### src/rtl/vga_rx_pkg.sv
// Shared types and widths for the VGA timing receiver.
// Counter widths and the lock-state encoding live here so every file agrees.
package vga_rx_pkg;

    localparam int CNT_W   = 12;
    localparam int ERR_W   = 8;
    localparam int FRAME_W = 16;

    typedef enum logic [1:0] {
        SEARCH  = 2'd0,
        ACQUIRE = 2'd1,
        LOCKED  = 2'd2
    } rx_state_t;

    function automatic logic [CNT_W-1:0] sat_inc(input logic [CNT_W-1:0] v);
        return (v == {CNT_W{1'b1}}) ? v : v + CNT_W'(1);
    endfunction

endpackage

### src/rtl/vga_sync_edge_detect.sv
// Assert-edge (high-to-low) detector for an active-low sync line.
// Both the history register and the strobe only advance on pixel-enable cycles.
module vga_sync_edge_detect (
    input  logic clk,
    input  logic reset,
    input  logic pix_ce,
    input  logic sync_n,
    output logic assert_edge
);

    logic prev;

    always_ff @(posedge clk) begin
        if (!reset)
            prev <= 1'b1;
        else if (pix_ce)
            prev <= sync_n;
    end

    assign assert_edge = pix_ce & prev & ~sync_n;

endmodule

### src/rtl/vga_timing_receiver.sv
// VGA sink: measures line/frame periods, locks to the nominal timing and
// emits a coordinate-tagged pixel stream plus frame and error statistics.
module vga_timing_receiver
    import vga_rx_pkg::*;
#(
    parameter int H_TOTAL  = 800,
    parameter int V_TOTAL  = 525,
    parameter int H_ACTIVE = 640,
    parameter int V_ACTIVE = 480
) (
    input  logic               clk,
    input  logic               reset,
    input  logic               pix_ce,
    input  logic               vga_hsync,
    input  logic               vga_vsync,
    input  logic [7:0]         vga_red,
    input  logic [7:0]         vga_green,
    input  logic [7:0]         vga_blue,
    input  logic               vga_blank,
    output logic               locked,
    output logic               pix_valid,
    output logic [CNT_W-1:0]   pix_x,
    output logic [CNT_W-1:0]   pix_y,
    output logic [23:0]        pix_rgb,
    output logic               frame_start,
    output logic [FRAME_W-1:0] frame_count,
    output logic [CNT_W-1:0]   h_total_meas,
    output logic [CNT_W-1:0]   v_total_meas,
    output logic               timing_error,
    output logic [ERR_W-1:0]   err_count
);

    localparam logic [CNT_W-1:0] H_TOTAL_C  = CNT_W'(H_TOTAL);
    localparam logic [CNT_W-1:0] V_TOTAL_C  = CNT_W'(V_TOTAL);
    localparam logic [CNT_W-1:0] H_ACTIVE_C = CNT_W'(H_ACTIVE);
    localparam logic [CNT_W-1:0] V_ACTIVE_C = CNT_W'(V_ACTIVE);
    // h_cnt saturates at 4095, so a longer timeout would never be reachable
    localparam logic [CNT_W-1:0] TIMEOUT_C  =
        CNT_W'((2 * H_TOTAL > 4095) ? 4095 : 2 * H_TOTAL);

    rx_state_t        state, state_next;
    logic             hs_edge, vs_edge;
    logic [CNT_W-1:0] h_cnt, line_cnt, x_cnt, y_cnt;
    logic [CNT_W-1:0] v_new, h_latest, x_eff, y_eff;
    logic             line_active, active, in_range;
    logic             lose_lock, range_err, frame_evt, pix_ok;

    vga_sync_edge_detect u_hs_edge (
        .clk         (clk),
        .reset       (reset),
        .pix_ce      (pix_ce),
        .sync_n      (vga_hsync),
        .assert_edge (hs_edge)
    );

    vga_sync_edge_detect u_vs_edge (
        .clk         (clk),
        .reset       (reset),
        .pix_ce      (pix_ce),
        .sync_n      (vga_vsync),
        .assert_edge (vs_edge)
    );

    // Values as they will be after this pix_ce cycle's sync edges are applied
    assign v_new    = line_cnt + {{(CNT_W-1){1'b0}}, hs_edge};
    assign h_latest = hs_edge ? h_cnt : h_total_meas;
    assign x_eff    = hs_edge ? '0 : x_cnt;
    assign y_eff    = vs_edge ? '0 :
                      (hs_edge && line_active) ? y_cnt + CNT_W'(1) : y_cnt;
    assign active   = pix_ce & ~vga_blank;
    assign in_range = (x_eff < H_ACTIVE_C) && (y_eff < V_ACTIVE_C);
    assign locked   = (state == LOCKED);

    always_ff @(posedge clk) begin
        if (!reset)
            state <= SEARCH;
        else
            state <= state_next;
    end

    always_comb begin
        state_next = state;
        lose_lock  = 1'b0;
        range_err  = 1'b0;
        frame_evt  = 1'b0;
        pix_ok     = 1'b0;
        if (pix_ce) begin
            unique case (state)
                SEARCH: begin
                    if (vs_edge)
                        state_next = ACQUIRE;
                end
                ACQUIRE: begin
                    if (vs_edge && v_new == V_TOTAL_C && h_latest == H_TOTAL_C)
                        state_next = LOCKED;
                end
                LOCKED: begin
                    lose_lock = (hs_edge && h_cnt != H_TOTAL_C) ||
                                (vs_edge && v_new != V_TOTAL_C) ||
                                (!hs_edge && h_cnt >= TIMEOUT_C);
                    if (lose_lock) begin
                        state_next = SEARCH;
                    end else begin
                        frame_evt = vs_edge;
                        if (active) begin
                            pix_ok    = in_range;
                            range_err = !in_range;
                        end
                    end
                end
                default: state_next = SEARCH;
            endcase
        end
    end

    // Period measurement and raster position tracking
    always_ff @(posedge clk) begin
        if (!reset) begin
            h_cnt        <= '0;
            line_cnt     <= '0;
            x_cnt        <= '0;
            y_cnt        <= '0;
            line_active  <= 1'b0;
            h_total_meas <= '0;
            v_total_meas <= '0;
        end else if (pix_ce) begin
            if (hs_edge) begin
                h_total_meas <= h_cnt;
                h_cnt        <= CNT_W'(1);
            end else begin
                h_cnt <= sat_inc(h_cnt);
            end
            if (vs_edge) begin
                v_total_meas <= v_new;
                line_cnt     <= '0;
            end else if (hs_edge) begin
                line_cnt <= line_cnt + CNT_W'(1);
            end
            y_cnt <= y_eff;
            if (active) begin
                x_cnt       <= sat_inc(x_eff);
                line_active <= 1'b1;
            end else begin
                x_cnt       <= x_eff;
                line_active <= line_active & ~hs_edge;
            end
        end
    end

    always_ff @(posedge clk) begin
        if (!reset) begin
            pix_valid    <= 1'b0;
            pix_x        <= '0;
            pix_y        <= '0;
            pix_rgb      <= '0;
            frame_start  <= 1'b0;
            frame_count  <= '0;
            timing_error <= 1'b0;
            err_count    <= '0;
        end else begin
            pix_valid    <= pix_ok;
            frame_start  <= frame_evt;
            timing_error <= lose_lock | range_err;
            if (pix_ok) begin
                pix_x   <= x_eff;
                pix_y   <= y_eff;
                pix_rgb <= {vga_red, vga_green, vga_blue};
            end
            if (frame_evt)
                frame_count <= frame_count + FRAME_W'(1);
            if ((lose_lock || range_err) && err_count != {ERR_W{1'b1}})
                err_count <= err_count + ERR_W'(1);
        end
    end

endmodule

### config.mk
export PLATFORM = sky130hd
export DESIGN_NAME = vga_timing_receiver
export DESIGN_NICKNAME = d
export VERILOG_FILES = /design/src/rtl/vga_rx_pkg.sv /design/src/rtl/vga_sync_edge_detect.sv /design/src/rtl/vga_timing_receiver.sv
export SDC_FILE = /design/constraint.sdc
export NUM_CORES = 1
export LEC_CHECK = 0
export CORE_UTILIZATION = 47
export CTS_CLUSTER_SIZE = 16
export DETAILED_ROUTE_END_ITERATION = 16
export GPL_TIMING_DRIVEN = 0
export PLACE_DENSITY_LB_ADDON = 0.12
export SETUP_SLACK_MARGIN = 0.2
export SLEW_MARGIN = 10
export SYNTH_ARGS = -nofsm -noshare
export SYNTH_HDL_FRONTEND = slang
export SYNTH_SLANG_ARGS = --single-unit
### constraint.sdc
create_clock -name clk -period 3.8 [get_ports clk]
set_input_delay 0.57 -clock clk [delete_from_list [all_inputs] [get_ports clk]]
set_output_delay 0.57 -clock clk [all_outputs]
set_load 0.01 [all_outputs]
After elaboration in Yosys (flattened, before gate mapping)
Index checks and enable logic that the tools add are counted.
{"block": "op_classes", "magnitude_cmp": 3, "reduce_logical": 19, "eq_ne": 13, "bitwise": 11, "mux": 28, "add_sub_neg": 7}
{"op": "two-way mux 12 bit", "count": 10}
{"op": "adder 12 x 1 -> 12 bit, second input constant", "count": 4}
{"op": "equality test 12 x 10 -> 1 bit, second input constant", "count": 2}
{"op": "equality test 12 bit, second input constant", "count": 2}
{"op": "!= test 12 x 10 -> 1 bit, second input constant", "count": 2}
{"op": "adder 16 x 1 -> 16 bit, second input constant", "count": 1}
{"op": "two-way mux 1 bit", "count": 14}
{"op": "adder 12 x 1 -> 12 bit", "count": 1}
{"op": ">= comparator 12 x 11 -> 1 bit, second input constant", "count": 1}
{"op": "less-than comparator 12 x 10 -> 1 bit, second input constant", "count": 1}
{"op": "less-than comparator 12 x 9 -> 1 bit, second input constant", "count": 1}
{"op": "adder 8 x 1 -> 8 bit, second input constant", "count": 1}
{"op": "logical AND 1 bit", "count": 8}
{"op": "!= test 8 bit, second input constant", "count": 1}
{"op": "AND 1 bit", "count": 6}
{"op": "two-way mux 2 bit", "count": 3}
{"op": "!= test 2 bit, second input constant", "count": 3}
{"op": "case mux 2 bit (3 select lines)", "count": 1}
{"op": "AND reduction 2 bit", "count": 3}
{"op": "NOT 1 bit", "count": 4}
{"op": "AND reduction 4 bit", "count": 1}
{"op": "logical OR 1 bit", "count": 3}
{"op": "equality test 2 x 1 -> 1 bit, second input constant", "count": 1}
{"op": "equality test 2 bit, second input constant", "count": 1}
{"op": "other kinds (5)", "count": 6}
{"block": "totals", "regBits": 152, "out_inout_bits": 100, "elab_cells": 99}

Depth between registers and ports, before layout
Gate-level depths: netlist (run 1).
{"block": "depth", "depth_word": 14, "ltp_mapped": 17, "depth_no_buf": 11}

Hierarchy
A second synthesis (run 1) with hierarchy kept.
{"block": "unflattened", "cells_unflattened": 825, "hier_area_um2": 7015.5}
{"module": "vga_timing_receiver", "seq_area_each_um2": 3002.9, "n_inst": 1, "area_per_inst_um2": 6927.9, "cells_each": 817}
{"module": "vga_sync_edge_detect", "seq_area_each_um2": 20.0, "n_inst": 2, "area_per_inst_um2": 43.8, "cells_each": 4}

Worst setup path before layout (run 1)
No wires, ideal clock.
{"block": "synth_path", "path_kind": "input to register", "startpoint": "input pix_ce", "endpoint": "register frame_count[11]", "setup_ps": 115, "path_stages": 16, "arrival_ps": 3784, "path_slack_ps": -98, "path_cell_list": "buf_2 nand3b_1 inv_1 clkbuf_1 buf_1 ha_1 ha_1 and3_1 buf_2 nand4_1 o31ai_1 nand4_1 or4_4 buf_6 o31a_1 o21a_1"}
{"block": "synth_between", "elab_chain_cells": 10, "word_cells_on_any_way": 15}
{"element": "start, declared", "line": "vga_timing_receiver.sv:13", "text": "input logic pix_ce,"}
{"element": "AND 1 bit (2 in a row)", "line": "vga_sync_edge_detect.sv:20", "text": "assign assert_edge = pix_ce & prev & ~sync_n;"}
{"element": "adder 12 x 1 -> 12 bit", "line": "vga_timing_receiver.sv:65", "text": "assign v_new = line_cnt + {{(CNT_W-1){1'b0}}, hs_edge};"}
{"element": "!= test 12 x 10 -> 1 bit", "line": "vga_timing_receiver.sv:99", "text": "(vs_edge && v_new != V_TOTAL_C) ||"}
{"element": "logical AND 1 bit", "line": "vga_timing_receiver.sv:99"}
{"element": "logical OR 1 bit", "line": "vga_timing_receiver.sv:98", "text": "lose_lock = (hs_edge && h_cnt != H_TOTAL_C) ||"}
{"element": "logical OR 1 bit", "line": "vga_timing_receiver.sv:99"}
{"element": "two-way mux 1 bit", "line": "vga_timing_receiver.sv:101", "text": "if (lose_lock) begin"}
{"element": "two-way mux 1 bit", "line": "vga_timing_receiver.sv:88", "text": "unique case (state)"}
{"element": "two-way mux 1 bit (*)", "line": "vga_timing_receiver.sv:87", "text": "if (pix_ce) begin"}
{"element": "end signal, assigned", "line": "vga_timing_receiver.sv:170", "text": "frame_count <= frame_count + FRAME_W'(1);"}
{"element": "end, declared", "line": "vga_timing_receiver.sv:26", "text": "output logic [FRAME_W-1:0] frame_count,"}
Mark *: on every way between the ends. The rest lies on a longest branch, timed or not.
A chain may end at the register's enable or synchronous reset.

Worst setup path after layout (run 1)
{"block": "layout_path", "startpoint": "register u_hs_edge.prev", "endpoint": "register frame_count[9]"}
{"block": "layout_between", "elab_chain_cells": 10, "word_cells_on_any_way": 13}
{"element": "start, declared", "line": "vga_sync_edge_detect.sv:11", "text": "logic prev;"}
{"element": "start signal, assigned", "line": "vga_sync_edge_detect.sv:17", "text": "prev <= sync_n;"}
{"element": "AND 1 bit (*) (2 in a row)", "line": "vga_sync_edge_detect.sv:20"}
{"element": "adder 12 x 1 -> 12 bit", "line": "vga_timing_receiver.sv:65"}
{"element": "!= test 12 x 10 -> 1 bit", "line": "vga_timing_receiver.sv:99"}
{"element": "logical AND 1 bit", "line": "vga_timing_receiver.sv:99"}
{"element": "logical OR 1 bit", "line": "vga_timing_receiver.sv:98"}
{"element": "logical OR 1 bit (*)", "line": "vga_timing_receiver.sv:99"}
{"element": "two-way mux 1 bit (*)", "line": "vga_timing_receiver.sv:101"}
{"element": "two-way mux 1 bit (*)", "line": "vga_timing_receiver.sv:88"}
{"element": "two-way mux 1 bit (*)", "line": "vga_timing_receiver.sv:87"}
Marks and branches as above.

==> impl_metrics.toml, run 1 <==
[clock_network]
cts.sinks = 152
clock_latency_ns = 0.43
cts_buffers = 17
cts_tree = "yes"
path_clk_slew_ns = 0.06
cts.path.max_buffers = 2
cts_root_buffer = "clkbuf_16"
cts.htree.levels = 4

[critical_path]
setup.worst_path.start_class = "register"
worstPathRequired_ns = 4.15
critPathCapture = "frame_count[9]"
timing.rr.end = "frame_count[9]"
arrival_ns = 3.70
worstReg2RegStart = "u_hs_edge.prev"
setup.worst_path.end_class = "register"
reg2regPathDepth = 15
worstSetupPathType = "reg -> reg"
crit_path_start = "u_hs_edge.prev"
rrSetupSlack_ns = 0.45
crit_fanout = 11

[hold_path]
holdCritPathClass = "in -> reg"

[die]
num_rows = 44
die_h_um = 124
die-width_um = 124
die-area_um2 = 15300
core_area_um2 = 14500
pin_count = 130
initial_utilization = 0.480

[pwr]
p_int_mw = 2.69
seqPwrFrac = 0.467
comb_power_share = 0.050
p_per_area_nw_per_um2 = 383
vdd_drop_max_mv = 0.301
power_switching_share = 0.224
pwr-share-clk = 0.483
p_switching_uw = 779
p_leak_nw = 3.41

[synth]
synth_largest_area_cell = "dfxtp_1"
syn_nets = 855
synth-seq-cells = 152
synth_area_leaders = "dfxtp_1, nand2_1, mux2i_1"
synth.cell_area_um2 = 6950
synth-seq-area-share = 0.438
yosysUniqueCellTypes = 59
synth_ff_type = "dfxtp_1"
yosys_warnings = 0
yosysTopAreaCellShare = 0.438
synth_edf_count = 0
syn_avg_cell_area_um2 = 8.53
async_flop_share = 0
netlist_instances = 815

[final_layout]
fillers = 1282
nets = 1003
fin_util = 0.627
finalNonFillerCells = 1159
n_antenna_cell = 0
register_area_um2 = 3040
drive_gt1_frac = 0.0759
areaGrowthSynthToFinish_pct = 30.5
multiInputGateArea_um2 = 3610

[timing]
report.final.slew_viol_count = 0
setup_viol = 0
tightestPinTransition_ns = 0.690
skew_ns = 0.0145
max_freq_ghz = 0.299
post-route-period-util = 0.881
maxSlewHeadroom = 0.540
hold_viol = 0
period_needed_ns = 3.35
rsz0062_at_grt = "false"

[drt]
drc = 0
wl_um = 16900
avgViaCountPerCell = 5.29
first_pass_iters = 7
drt_iter0_drc = 306
ant_nets = 0
wl_per_cell_um = 14.6
num_vias = 6127

[grt]
grt_pass1_wl_um = 26800
grt_max_degree = 17
grt_pass1_vias = 5376
track_usage = 0.227
gr-total-overflow = 0
antenna_found_initial = 0

[place]
portBuffers = 127
placed_cells = 1126
gp_congestion = 0.867
dp.final_hpwl_um = 12200

[status]
outcome = "finished clean"

[job]
max-cap-violations = 0
[through the flow]
step	setup TNS [ns]	hold WS, ns	cell area (um^2)	power (mW)	setup slack [ns]
6_report	0	0.440	9070	3.47	0.451
3_5_place_dp	-37.96	0.449	8460	1.83	-0.631
3_3_place_gp	-38.60	0.443	8460	1.83	-0.636
5_1_grt	0	0.452	9070	3.60	0.245
2_1_floorplan	0	0.453	6960	1.74	0.242
4_1_cts	0	0.458	9060	3.50	0.210
[state kept, by name, indices dropped and copies added, names as in the netlist]
register and count:
v_total_meas 12, u_hs_edge.prev 1, line_active 1, frame_start 1, state 2, u_vs_edge.prev 1
pix_rgb 24, h_total_meas 12, y_cnt 12, line_cnt 12, x_cnt 12, pix_y 12
frame_count 16, pix_x 12, h_cnt 12, err_count 8, pix_valid 1, timing_error 1
[kinds of logic (layout without fill, tap and decap cells)]
logic type | Yosys count | count (layout) | synth area share
flops | 152 | 152 | 0.438
mux | 55 | 55 | 0.0805
buf+inv | 63 | 223 | 0.0436
fa+ha+maj | 10 | 10 | 0.0180
simple gates | 387 | 387 | 0.268
xor+xnor | 48 | 48 | 0.0605
compound gates | 100 | 100 | 0.0915
[synth_stat cells, types with 5 or more instances]
| cell type | n |
|---|---|
| xor2_1 | 24 |
| nand2_1 | 161 |
| inv_1 | 14 |
| buf_6 | 6 |
| o21ai_0 | 18 |
| and3_1 | 13 |
| clkbuf_1 | 27 |
| dfxtp_1 | 152 |
| nand3b_1 | 5 |
| nand2b_1 | 10 |
| or3_1 | 11 |
| and2_1 | 17 |
| xnor2_1 | 24 |
| buf_2 | 10 |
| nand4_1 | 19 |
| nor2_1 | 68 |
| a211oi_1 | 14 |
| mux2_2 | 7 |
| ha_1 | 10 |
| o31ai_1 | 5 |
| nor4_1 | 12 |
| mux2i_1 | 48 |
| nand3_1 | 33 |
| a21oi_1 | 39 |
| nor3_1 | 14 |
[worst min-delay path by stage]
stage	start	end	slack, ns	cells after the start
2_1_floorplan	x_cnt[6]	pix_x[6]	0.45	2
3_3_place_gp	v_total_meas[0]	v_total_meas[0]	0.44	2
6_report	vga_hsync	u_hs_edge.prev	0.44	3
3_5_place_dp	v_total_meas[0]	v_total_meas[0]	0.45	2
4_1_cts	v_total_meas[0]	v_total_meas[0]	0.46	2
5_1_grt	vga_hsync	u_hs_edge.prev	0.45	3
[critical path, stage by stage (launching register included)]
cell and delay [ns]:
dfxtp_1 0.33, nand3b_1 0.13, inv_2 0.05, clkbuf_8 0.16
buf_6 0.15, ha_1 0.19, ha_1 0.20, and3_1 0.17
buf_2 0.15, a311o_1 0.36, o31ai_2 0.07, nand4_1 0.20
or4_4 0.49, buf_6 0.16, or3_1 0.30, a21oi_1 0.14
[layer usage]
layer  up-vias  global-route usage  share of wire
met5         -                   0              0
met4         0              0.0723          0.010
met3        13              0.0485          0.044
met2       122               0.344           0.46
met1      2889               0.319           0.49
li1       3103                   -              -
[placed cells by master (no fill, tap or decap), drive strengths merged, types with 4 or more instances in the layout]
cell type,n
nand2b,10
o21ai,18
nand4,20
mux2,7
inv,17
nand3b,5
nor2,69
or3,11
nor3,14
nand2,161
a21oi,40
xor2,24
dfxtp,152
xnor2,24
clkdlybuf4s50,126
or4,5
o31ai,5
and2,17
and3,13
ha,10
a211oi,15
mux2i,48
buf,22
clkinv,5
nor2b,4
nand3,33
nor4,13
clkbuf,48
[final cells by class]
class | count | area share
multi-input cells | 600 | 0.398
flip-flops and latches | 152 | 0.335
repair buffers | 129 | 0.141
clock buffers | 20 | 0.0514
plain buffers | 48 | 0.0291
well taps | 184 | 0.0254
clock inverters | 11 | 0.0134
inverters | 15 | 0.00621
[repair_timing]
item | 4_1_cts | 5_1_grt
hold buffers | 0 | 0
pin swaps | 2 | 3
buffers inserted | 1 | 1
endpoints found under the setup margin | 75 | 28
resized for setup | 4 | 3
[power groups by stage]
| stage | logic, mW | registers, mW | clock network, mW |
|---|---|---|---|
| after floorplan | 0.0884 | 1.66 | 0 |
| after global placement | 0.172 | 1.66 | 0 |
| after detailed placement | 0.173 | 1.66 | 0 |
| after CTS | 0.175 | 1.62 | 1.71 |
| after global routing | 0.194 | 1.62 | 1.78 |
| final | 0.173 | 1.62 | 1.68 |
Power figures use the tool's default switching activity.
==> run 2: changes to the inputs <==
==> constraint.sdc (replaced) <==
create_clock -name clk -period 3.8 [get_ports clk]
set_input_delay 0.95 -clock clk [delete_from_list [all_inputs] [get_ports clk]]
set_output_delay 0.95 -clock clk [all_outputs]
set_load 0.01 [all_outputs]
==> run 2 against run 1 <==
Compared with the run above:
- first-iteration DRC count rose by 4.9%
- count of clock-buffer cells in the layout rose by 6
- die area unchanged
- maximum frequency fell by 4.9%
- power increased by 3.1%
- cell area increased by 1.9%
- combinational power rose by 5%
- clock skew fell by 0.0076 ns
- critical endpoint unchanged
- highest routed layer unchanged
==> impl_metrics.toml, run 2 (synthesis results as in run 1) <==
[timing]
maxSlewHeadroom = 0.450
fin_setup_tns_ns = 0
period_needed_ns = 3.52
report.final.slew_viol_count = 0
tightestPinTransition_ns = 0.818
hold_viol = 0
skew_ns = 0.00694
max_freq_ghz = 0.284
setup_viol = 0
rsz0062_at_grt = "true"
post-route-period-util = 0.927

[critical_path]
worstPathRequired_ns = 4.15
cp_slowest_cell = "or4_4"
arrival_ns = 3.87
crit_chain = "buf_2, nand3b_1, inv_2, clkbuf_16, buf_8, ha_4, ha_4, and3_4, buf_6, a311o_1, o31ai_2, nand4_1, or4_4, buf_6, or3_4, a21oi_2"
worstSetupPathType = "in -> reg"
max_stage_delay_ns = 0.51
crit_family = "simple AND/OR/NAND/NOR gates"
setup.worst_path.end_class = "register"
reg2regPathDepth = 15
cp.depth = 16
cp.buffers_inverters = 6
crit_fanout = 7
setup.worst_path.start_class = "input port"

[clock_network]
cts_tree = "yes"
cts_root_buffer = "clkbuf_16"
clock_latency_ns = 0.42
cts.htree.levels = 4
cts.sinks = 152
cts_buffers = 17
cts.path.max_buffers = 2
path_clk_slew_ns = 0.06
cts_hold_buffers = 0

[final_layout]
n_antenna_cell = 0
design_area_um2 = 9250
top_regs = "pix_rgb (24), frame_count (16)"
regMostFlops = "pix_rgb"
final_cell_mix = "nand2_1, dfxtp_1, clkdlybuf4s50_1, nor2_1, mux2i_1"
nets = 1006
areaGrowthSynthToFinish_pct = 33.1
fin_util = 0.639
drive_gt1_frac = 0.0868
final_common_cell = "nand2_1"
largest_reg_flops = 24

[drt]
ant_nets = 0
first_pass_iters = 4
num_vias = 6169
avgViaCountPerCell = 5.30
wl_um = 17200
drt_iter0_drc = 321
wl_per_cell_um = 14.8
drc = 0

[grt]
gr-total-overflow = 0
grt_pass1_wl_um = 27400
grt_max_degree = 17
antenna_found_initial = 0
track_usage = 0.230
grt_pass1_vias = 5506

[die]
core_area_um2 = 14500
die-width_um = 124
num_rows = 44
die_h_um = 124
initial_utilization = 0.480
pin_count = 130
die-area_um2 = 15300

[pwr]
vdd_drop_max_mv = 0.313
p_leak_nw = 3.45
p_per_area_nw_per_um2 = 387
finalPower_mw = 3.58

[job]
max-cap-violations = 0

[hold_path]
worstHoldPathCells = 2
holdCritPathClass = "reg -> reg"

[status]
outcome = "finished clean"

[place]
portBuffers = 127
dp.final_hpwl_um = 12300
placed_area_um2 = 8520
gp_congestion = 0.838
## run 2: path summary, 6_finish.rpt
| kind | from | endpoint | slack (ns) |
|---|---|---|---|
| max reg2reg | u_hs_edge.prev | frame_count[9] | 0.60 |
| min | v_total_meas[1] | v_total_meas[1] | 0.46 |
| max | vga_hsync | frame_count[9] | 0.28 |
| min reg2reg | v_total_meas[1] | v_total_meas[1] | 0.46 |
## run 2: per-stage QoR
stage	instances	hold slack, ns	setup slack [ns]
global route	1163	0.475	0.148
global placement	1126	0.444	-0.864
detailed placement	1126	0.450	-0.858
CTS	1163	0.461	0.222
finish	1163	0.457	0.277
floorplan	815	0.453	0.105
## run 2: routing by layer
| layer | up-vias | share of wire | global-route usage |
|---|---|---|---|
| met1 | 2879 | 0.49 | 0.321 |
| met3 | 20 | 0.037 | 0.0499 |
| met4 | 0 | 0.017 | 0.0828 |
| met2 | 145 | 0.45 | 0.349 |
| met5 | - | 0 | 0 |
| li1 | 3125 | - | - |
## run 2: what timing repair did
| action | in CTS | in global routing |
|---|---|---|
| setup buffers | 4 | 0 |
| cloned | 1 | 0 |
| resized for setup | 9 | 10 |
| setup endpoints to repair | 81 | 31 |
| endpoints found under the hold margin | 0 | 0 |
| pin swaps | 3 | 4 |
## run 2: report_power, final
group | internal (mW) | switching, mW | total [mW]
registers | 1.61 | 0.0129 | 1.62
clock network | 1.14 | 0.640 | 1.78
logic | 0.0755 | 0.105 | 0.181
## run 2: cell type report
| type | count | area, um^2 |
|---|---|---|
| Clock buffer | 26 | 519 |
| Clock inverter | 6 | 110 |
| Buffer | 48 | 294 |
| Timing Repair Buffer | 132 | 1300 |
| Fill cell | 1262 | 5230 |
| Multi-Input combinational cell | 600 | 3690 |
| Tap cell | 184 | 230 |
| Sequential cell | 152 | 3040 |
| Inverter | 15 | 56.3 |
## run 2: worst reg2reg max path, cell delays in order, from the launching register on
cell	delay (ns)
dfxtp_1	0.34
nand3b_1	0.14
inv_2	0.07
clkbuf_16	0.15
buf_8	0.12
ha_4	0.16
ha_4	0.15
and3_4	0.14
buf_6	0.12
a311o_1	0.36
o31ai_2	0.07
nand4_1	0.21
or4_4	0.51
buf_6	0.16
or3_4	0.32
a21oi_2	0.12
